[config.mk]
export PLATFORM = sky130hd
export DESIGN_NAME = muldiv_unit
export DESIGN_NICKNAME = d
export VERILOG_FILES = /design/src/rtl/muldiv_pkg.sv /design/src/rtl/muldiv_div_iter.sv /design/src/rtl/muldiv_unit.sv
export SDC_FILE = /design/constraint.sdc
export NUM_CORES = 2
export LEC_CHECK = 0
export CAP_MARGIN = 5
export CORE_AREA = 2 2 343 345
export DETAILED_ROUTE_END_ITERATION = 16
export DIE_AREA = 0 0 345 347
export PLACE_DENSITY_LB_ADDON = 0.1
export SETUP_SLACK_MARGIN = 0.5
export SYNTH_ARGS = -nofsm -noshare
export SYNTH_HDL_FRONTEND = slang
export SYNTH_SLANG_ARGS = --single-unit
[constraint.sdc]
create_clock -name clk -period 9.82 [get_ports clk]
set_input_delay 1.473 -clock clk [delete_from_list [all_inputs] [get_ports clk]]
set_output_delay 1.473 -clock clk [all_outputs]
set_load 0.05 [all_outputs]
[src/rtl/muldiv_pkg.sv]
// muldiv_pkg: shared types and defaults for the HI/LO multiply/divide unit.
//   op_t    : 4-bit operation codes driven on muldiv_unit.op
//   state_t : sequencing states of muldiv_unit
package muldiv_pkg;

  localparam int unsigned DEF_WIDTH   = 32;
  localparam int unsigned DEF_MUL_LAT = 5;

  typedef enum logic [3:0] {
    OP_NOP   = 4'h0,
    OP_MULT  = 4'h1,
    OP_MULTU = 4'h2,
    OP_DIV   = 4'h3,
    OP_DIVU  = 4'h4,
    OP_MTHI  = 4'h5,
    OP_MTLO  = 4'h6,
    OP_MADD  = 4'h7,
    OP_MADDU = 4'h8,
    OP_MSUB  = 4'h9,
    OP_MSUBU = 4'hA
  } op_t;

  typedef enum logic [2:0] {
    ST_IDLE,
    ST_MUL,
    ST_DIV_PREP,
    ST_DIV_ITER,
    ST_DIV_FIX
  } state_t;

endpackage

[src/rtl/muldiv_div_iter.sv]
// muldiv_div_iter: 1-bit/cycle restoring divider on operand magnitudes.
//   clk, reset : clock, synchronous active-high reset
//   load       : capture a/b, take magnitudes (sgn selects signed handling)
//   step       : perform one restoring iteration (WIDTH steps per divide)
//   quo, rem   : sign-corrected quotient/remainder; divide by zero gives
//                quo = all ones, rem = original dividend
module muldiv_div_iter
  import muldiv_pkg::*;
#(
  parameter int unsigned WIDTH = DEF_WIDTH
) (
  input  logic             clk,
  input  logic             reset,
  input  logic             load,
  input  logic             step,
  input  logic             sgn,
  input  logic [WIDTH-1:0] a,
  input  logic [WIDTH-1:0] b,
  output logic [WIDTH-1:0] quo,
  output logic [WIDTH-1:0] rem
);

  logic [WIDTH-1:0] rem_q, quo_q, dvs_q, a_q;
  logic             neg_q, neg_r, bzero;
  logic             neg_a, neg_b;
  logic [WIDTH-1:0] mag_a, mag_b;
  logic [WIDTH:0]   sh, diff;

  always_comb begin
    neg_a = sgn & a[WIDTH-1];
    neg_b = sgn & b[WIDTH-1];
    mag_a = neg_a ? -a : a;
    mag_b = neg_b ? -b : b;
    sh    = {rem_q, quo_q[WIDTH-1]};
    diff  = sh - {1'b0, dvs_q};
  end

  always_ff @(posedge clk) begin
    if (reset) begin
      rem_q <= '0;
      quo_q <= '0;
      dvs_q <= '0;
      a_q   <= '0;
      neg_q <= 1'b0;
      neg_r <= 1'b0;
      bzero <= 1'b0;
    end else if (load) begin
      rem_q <= '0;
      quo_q <= mag_a;
      dvs_q <= mag_b;
      a_q   <= a;
      neg_q <= neg_a ^ neg_b;
      neg_r <= neg_a;
      bzero <= (b == '0);
    end else if (step) begin
      // shifted partial remainder is below 2*divisor, so diff's top bit is the borrow
      if (!diff[WIDTH]) begin
        rem_q <= diff[WIDTH-1:0];
        quo_q <= {quo_q[WIDTH-2:0], 1'b1};
      end else begin
        rem_q <= sh[WIDTH-1:0];
        quo_q <= {quo_q[WIDTH-2:0], 1'b0};
      end
    end
  end

  always_comb begin
    quo = bzero ? '1  : (neg_q ? -quo_q : quo_q);
    rem = bzero ? a_q : (neg_r ? -rem_q : rem_q);
  end

endmodule

[src/rtl/muldiv_unit.sv]
// muldiv_unit: HI/LO multiply/divide unit (MULT/MULTU/DIV/DIVU/MTHI/MTLO,
// plus MADD/MADDU/MSUB/MSUBU when MULDIV_MADD_EN is defined).
//   clk, reset : clock, synchronous active-high reset
//   start, op  : operation request (accepted when idle and not flushed)
//   a, b       : rs / rt operands
//   flush      : abort in-flight op, discards any coinciding commit
//   busy       : op in flight, start ignored
//   done       : one-cycle pulse after each HI/LO commit
//   hi, lo     : architectural HI/LO registers
module muldiv_unit
  import muldiv_pkg::*;
#(
  parameter int unsigned WIDTH   = DEF_WIDTH,
  parameter int unsigned MUL_LAT = DEF_MUL_LAT
) (
  input  logic             clk,
  input  logic             reset,
  input  logic             start,
  input  logic [3:0]       op,
  input  logic [WIDTH-1:0] a,
  input  logic [WIDTH-1:0] b,
  input  logic             flush,
  output logic             busy,
  output logic             done,
  output logic [WIDTH-1:0] hi,
  output logic [WIDTH-1:0] lo
);

  localparam int unsigned CW = $clog2(WIDTH + MUL_LAT + 1);

  state_t             state;
  op_t                op_q;
  logic [WIDTH-1:0]   a_q, b_q;
  logic [CW-1:0]      cnt;
  logic               mul_sgn;
  logic [2*WIDTH-1:0] ae, be, prod, mul_res;
  logic [WIDTH-1:0]   div_q, div_r;

  always_comb begin
    mul_sgn = (op_q == OP_MULT) || (op_q == OP_MADD) || (op_q == OP_MSUB);
    ae      = mul_sgn ? {{WIDTH{a_q[WIDTH-1]}}, a_q} : {{WIDTH{1'b0}}, a_q};
    be      = mul_sgn ? {{WIDTH{b_q[WIDTH-1]}}, b_q} : {{WIDTH{1'b0}}, b_q};
    prod    = ae * be;
    mul_res = prod;
`ifdef MULDIV_MADD_EN
    if (op_q == OP_MADD || op_q == OP_MADDU) mul_res = {hi, lo} + prod;
    if (op_q == OP_MSUB || op_q == OP_MSUBU) mul_res = {hi, lo} - prod;
`endif
  end

  muldiv_div_iter #(.WIDTH(WIDTH)) u_div (
    .clk   (clk),
    .reset (reset),
    .load  (state == ST_DIV_PREP),
    .step  (state == ST_DIV_ITER),
    .sgn   (op_q == OP_DIV),
    .a     (a_q),
    .b     (b_q),
    .quo   (div_q),
    .rem   (div_r)
  );

  always_ff @(posedge clk) begin
    if (reset) begin
      state <= ST_IDLE;
      op_q  <= OP_NOP;
      a_q   <= '0;
      b_q   <= '0;
      cnt   <= '0;
      busy  <= 1'b0;
      done  <= 1'b0;
      hi    <= '0;
      lo    <= '0;
    end else begin
      done <= 1'b0;
      if (flush) begin
        state <= ST_IDLE;
        busy  <= 1'b0;
      end else begin
        case (state)
          ST_IDLE: begin
            if (start) begin
              op_q <= op_t'(op);
              a_q  <= a;
              b_q  <= b;
              case (op)
                OP_MULT, OP_MULTU
`ifdef MULDIV_MADD_EN
                , OP_MADD, OP_MADDU, OP_MSUB, OP_MSUBU
`endif
                : begin
                  state <= ST_MUL;
                  busy  <= 1'b1;
                  cnt   <= CW'(MUL_LAT - 1);
                end
                OP_DIV, OP_DIVU: begin
                  state <= ST_DIV_PREP;
                  busy  <= 1'b1;
                end
                OP_MTHI: begin
                  hi   <= a;
                  done <= 1'b1;
                end
                OP_MTLO: begin
                  lo   <= a;
                  done <= 1'b1;
                end
                default: ;
              endcase
            end
          end
          ST_MUL: begin
            if (cnt == '0) begin
              {hi, lo} <= mul_res;
              done     <= 1'b1;
              busy     <= 1'b0;
              state    <= ST_IDLE;
            end else begin
              cnt <= cnt - 1'b1;
            end
          end
          ST_DIV_PREP: begin
            state <= ST_DIV_ITER;
            cnt   <= CW'(WIDTH - 1);
          end
          ST_DIV_ITER: begin
            if (cnt == '0) state <= ST_DIV_FIX;
            else           cnt   <= cnt - 1'b1;
          end
          ST_DIV_FIX: begin
            hi    <= div_r;
            lo    <= div_q;
            done  <= 1'b1;
            busy  <= 1'b0;
            state <= ST_IDLE;
          end
          default: begin
            state <= ST_IDLE;
            busy  <= 1'b0;
          end
        endcase
      end
    end
  end

endmodule
==> results list <==
- Routed Wire Length: 213000 microns
* Number of detailed-route iterations in the first pass: 6
- Total half-perimeter wirelength after legalization and detailed placement: 171000 microns
* Die outline height: 347 microns
- Pin count of the biggest net entering global routing: 95
- The Yosys step of the flow raised 0 warnings.
- Dividing the detail-routed wire length by the instance count gives 24.1 microns.
- The root buffer cell chosen for the clock tree is clkbuf_16.
- In the synthesized netlist the dominant register cell turns out to be dfxtp_1.
* CTS H-Tree Depth: 1
- In the final layout, the share of cells above drive strength 1 is 0.0707.
- The floorplan step defined a die boundary enclosing 0.120 sq mm.
- Total number of clock tree sinks: 274
- The flow ran to the end, and the final reports show no timing, DRC or antenna violations.
* Final count of negative-setup-slack endpoints: 0
- Gate count after technology mapping: 7286
- Die span in x: 345 microns
- The synthesized netlist occupies a cell area of 0.0633 sq mm.
- Cell count of the worst hold path: 2
- Avg Vias per Cell: 5.69
- Area of the core region: 0.116 sq mm
- The number of antenna violations at the first check in global routing is 12.
* Post-Place Cells: 8747
* Hold Violations, Final: 0
- The biggest area contributor in the post-synthesis netlist is fa_1.
- The average instance in the mapped netlist occupies 8.68 sq um.
- For the pin with the worst max-slew slack, the measured transition is 1.11 ns.
* Quantity of I/O buffers inserted on ports: 137
* Sum of negative setup slack: 0 ns
- Peak Freq: 0.110 GHz
- Clock-pin slew of the registers on the worst-case setup and hold paths: 0.06 ns
* Critical Path Max Stage Delay: 0.66 ns
- In this run the worst path has a maximum fanout of 17.
- After synthesis, the share of flip-flops with an asynchronous set or reset is 0.
- Max-capacitance violation count: 0
* Worst-skew pair later-pin latency: 0.59 ns
- The clock period could shrink to 9.12 ns.
- Cell area power density: 54.6 mW/mm^2
- Remaining DRCs: 0
* Number of nets still failing antenna checks after routing: 0
- Placer's final routability congestion estimate: 0.975
- Clock Skews: 0.0159 ns
* Cell family contributing the most delay on the critical path: adder cells
- Leaving out fill and tap cells, the most frequent cell in the layout is inv_1.
- The most numerous cell type found on the critical path is fa_1.
* Area grow syn2layout: 9.13%
* Setup crit start kind: flip-flop
* Final Instance Count excl. Fillers: 8840
- CTS tree: built
- Critical path start-end classification: flip-flop to flip-flop
- Number of DRC markers in iteration 0: 4529
- In this run, CTS created clock tree buffers numbering 30.
- Count of nets after finishing: 9125
- Vias post-DR: 50300
- Counting distinct cell types in the post-synthesis netlist gives 79.
- Row generation in the floorplan step produced 125 rows.
* Setup repair after global routing missed its margin: yes
- Worst path buffer plus inverter count: 8
- Data arrives at the worst endpoint at 9.61 ns.
- For this configuration, the core starts out at a cell density of 0.547.
- Slew headroom: 0.260
- Maximum number of buffers from clock root to sink: 3
- Synthesized net count: 9124
- Across every metal layer, demand over resource in global routing totals 0.359.
- Yosys mapped a number of flops with a built-in enable equal to 0.
- Most frequent cells in the layout: 1622 x inv_1, 1389 x fa_1, 1092 x nand2_1
- Worst-case vdd ir drop: 0.000129 V
- Number of cells on the worst reg-to-reg path: 28
- The analysis attributes to cell leakage a power of 0.0339 uW.
- For this design the top-level I/O count stands at 138.
- The share of the Yosys chip area taken by registers is 0.0867.
- By area the synthesized netlist is led by fa_1 45%, inv_1 9.7%, dfxtp_1 8.7%.
- Of the available clock period, the critical path in the final layout requires 0.928.
* Count of state elements after synthesis: 274
- Summed over all layers, the global routing overflow is 0.
- STA classifies the critical path endpoint as a flip-flop.
* Hold Buf Count CTS: 0
- Critical path required time: 10.31 ns
- The critical path runs through a total of 28 cells.
- Number of max-slew violations in the final report: 0
- The filler cells instantiated in the layout total 10400.
* Top-area cell type share of the netlist area: 0.449
* Cell with the largest stage delay on the worst path: dfxtp_1
- Via count of the first global-routing pass: 52300
- The first global-routing pass estimated 324000 microns of wire.
- In this run the worst hold path is classified as flip-flop to flip-flop.
==> state kept, by name (all words and copies together) (netlist names), 3 cells and up <==
signal / cells
u_div.quo_q: 32
u_div.dvs_q: 32
op_q: 4
u_div.a_q: 32
b_q: 32
a_q: 32
lo: 32
state: 3
u_div.rem_q: 32
cnt: 6
hi: 32
==> kinds of logic after synthesis <==
| logic type | count (synthesis) | synth area share |
|---|---|---|
| buffers and inverters | 2077 | 0.123 |
| AND/OR/NAND/NOR | 2001 | 0.143 |
| adder cells (fa/ha/maj) | 1768 | 0.518 |
| AO/OA/AOI/OAI | 885 | 0.0899 |
| flip-flops | 274 | 0.0867 |
| XOR/XNOR | 249 | 0.0345 |
| multiplexers | 32 | 0.00510 |
==> synth_stat cells (5+ instances only) <==
cell / count
a21o_1: 46
and3_1: 15
o31ai_1: 39
nor4_1: 18
a31o_2: 9
fa_1: 1420
dfxtp_1: 274
a32oi_1: 5
a41oi_1: 6
o21bai_1: 20
nand3_1: 32
xor2_1: 91
ha_1: 346
inv_1: 1641
or4_1: 20
and2_1: 354
o2111ai_1: 8
a31oi_1: 17
a221oi_1: 32
xnor2_1: 158
o31a_1: 7
o41ai_1: 16
mux2i_1: 30
a211oi_1: 71
a311oi_1: 22
nor2b_1: 12
clkbuf_1: 358
o21a_1: 12
o211ai_1: 20
a21oi_1: 287
nor3b_1: 6
nor2_1: 295
or2_2: 11
nor3_1: 44
a22oi_1: 10
or3_1: 23
nand2_1: 1102
buf_1: 77
nand2b_1: 28
nand4_1: 18
o21ai_0: 183
a2111oi_0: 32
==> what timing repair did <==
item,in CTS,in global routing
cloned,0,2
pin swaps,4,83
endpoints found under the setup margin,14,26
buffers inserted,2,28
gates resized for setup,30,133
==> worst reg2reg max path: cells and delay by family, from the launching register on <==
kind / cells / cell delay [ns]
and+or+nand+nor: 6 / 1.19
buffers and inverters: 8 / 1.21
DFF: 1 / 0.66
AOI/OAI and AO/OA: 3 / 0.34
adders and majority gates: 11 / 5.63
==> power breakdown <==
part | internal, uW | total [uW] | switching, uW
clock | 724 | 1240 | 514
combinational | 468 | 1300 | 836
sequential | 1130 | 1230 | 94.5
total | 2330 | 3770 | 1440
==> routing by layer <==
layer	up-vias	part of all wire	track usage
met2	2194	0.47	0.592
met1	25800	0.40	0.478
met4	6	0.052	0.147
met3	428	0.083	0.0505
met5	-	0.00015	0
li1	21900	-	-
==> worst paths after layout <==
check / from / end / slack (ns)
setup / recovery: a_q[27]$_SDFFE_PP0P_ / hi[30]$_SDFFE_PP0P_ / 0.70
hold / removal: u_div.a_q[22]$_SDFFE_PP0P_ / u_div.a_q[22]$_SDFFE_PP0P_ / 0.46
setup reg to reg: a_q[27]$_SDFFE_PP0P_ / hi[30]$_SDFFE_PP0P_ / 0.70
hold reg to reg: u_div.a_q[22]$_SDFFE_PP0P_ / u_div.a_q[22]$_SDFFE_PP0P_ / 0.46
==> area by class of cell <==
| cell class | count | area, sq um | area share |
|---|---|---|---|
| Antenna cell | 6 | 15.0 | 0.000217 |
| Tap cell | 1524 | 1910 | 0.0276 |
| Clock buffer | 42 | 877 | 0.0127 |
| Multi-Input combinational cell | 4935 | 50400 | 0.730 |
| Clock inverter | 13 | 170 | 0.00246 |
| Timing Repair Buffer | 404 | 3900 | 0.0565 |
| Inverter | 1642 | 6170 | 0.0894 |
| Sequential cell | 274 | 5570 | 0.0807 |
==> metrics by stage <==
step                total power [uW]  hold slack (ns)  instance area (sq um)  setup WS [ns]  utilization
global route                    3920            0.468                  69000          0.380        0.597
CTS                             3730            0.456                  68300          0.496        0.590
finish                          3770            0.457                  69100          0.703        0.597
global placement                2490            0.443                  67200          0.225        0.581
floorplan                       1960            0.432                  63300          0.508            -
detailed placement              2510            0.446                  67200        -0.0550        0.581
(Power assumes the default switching activity.)
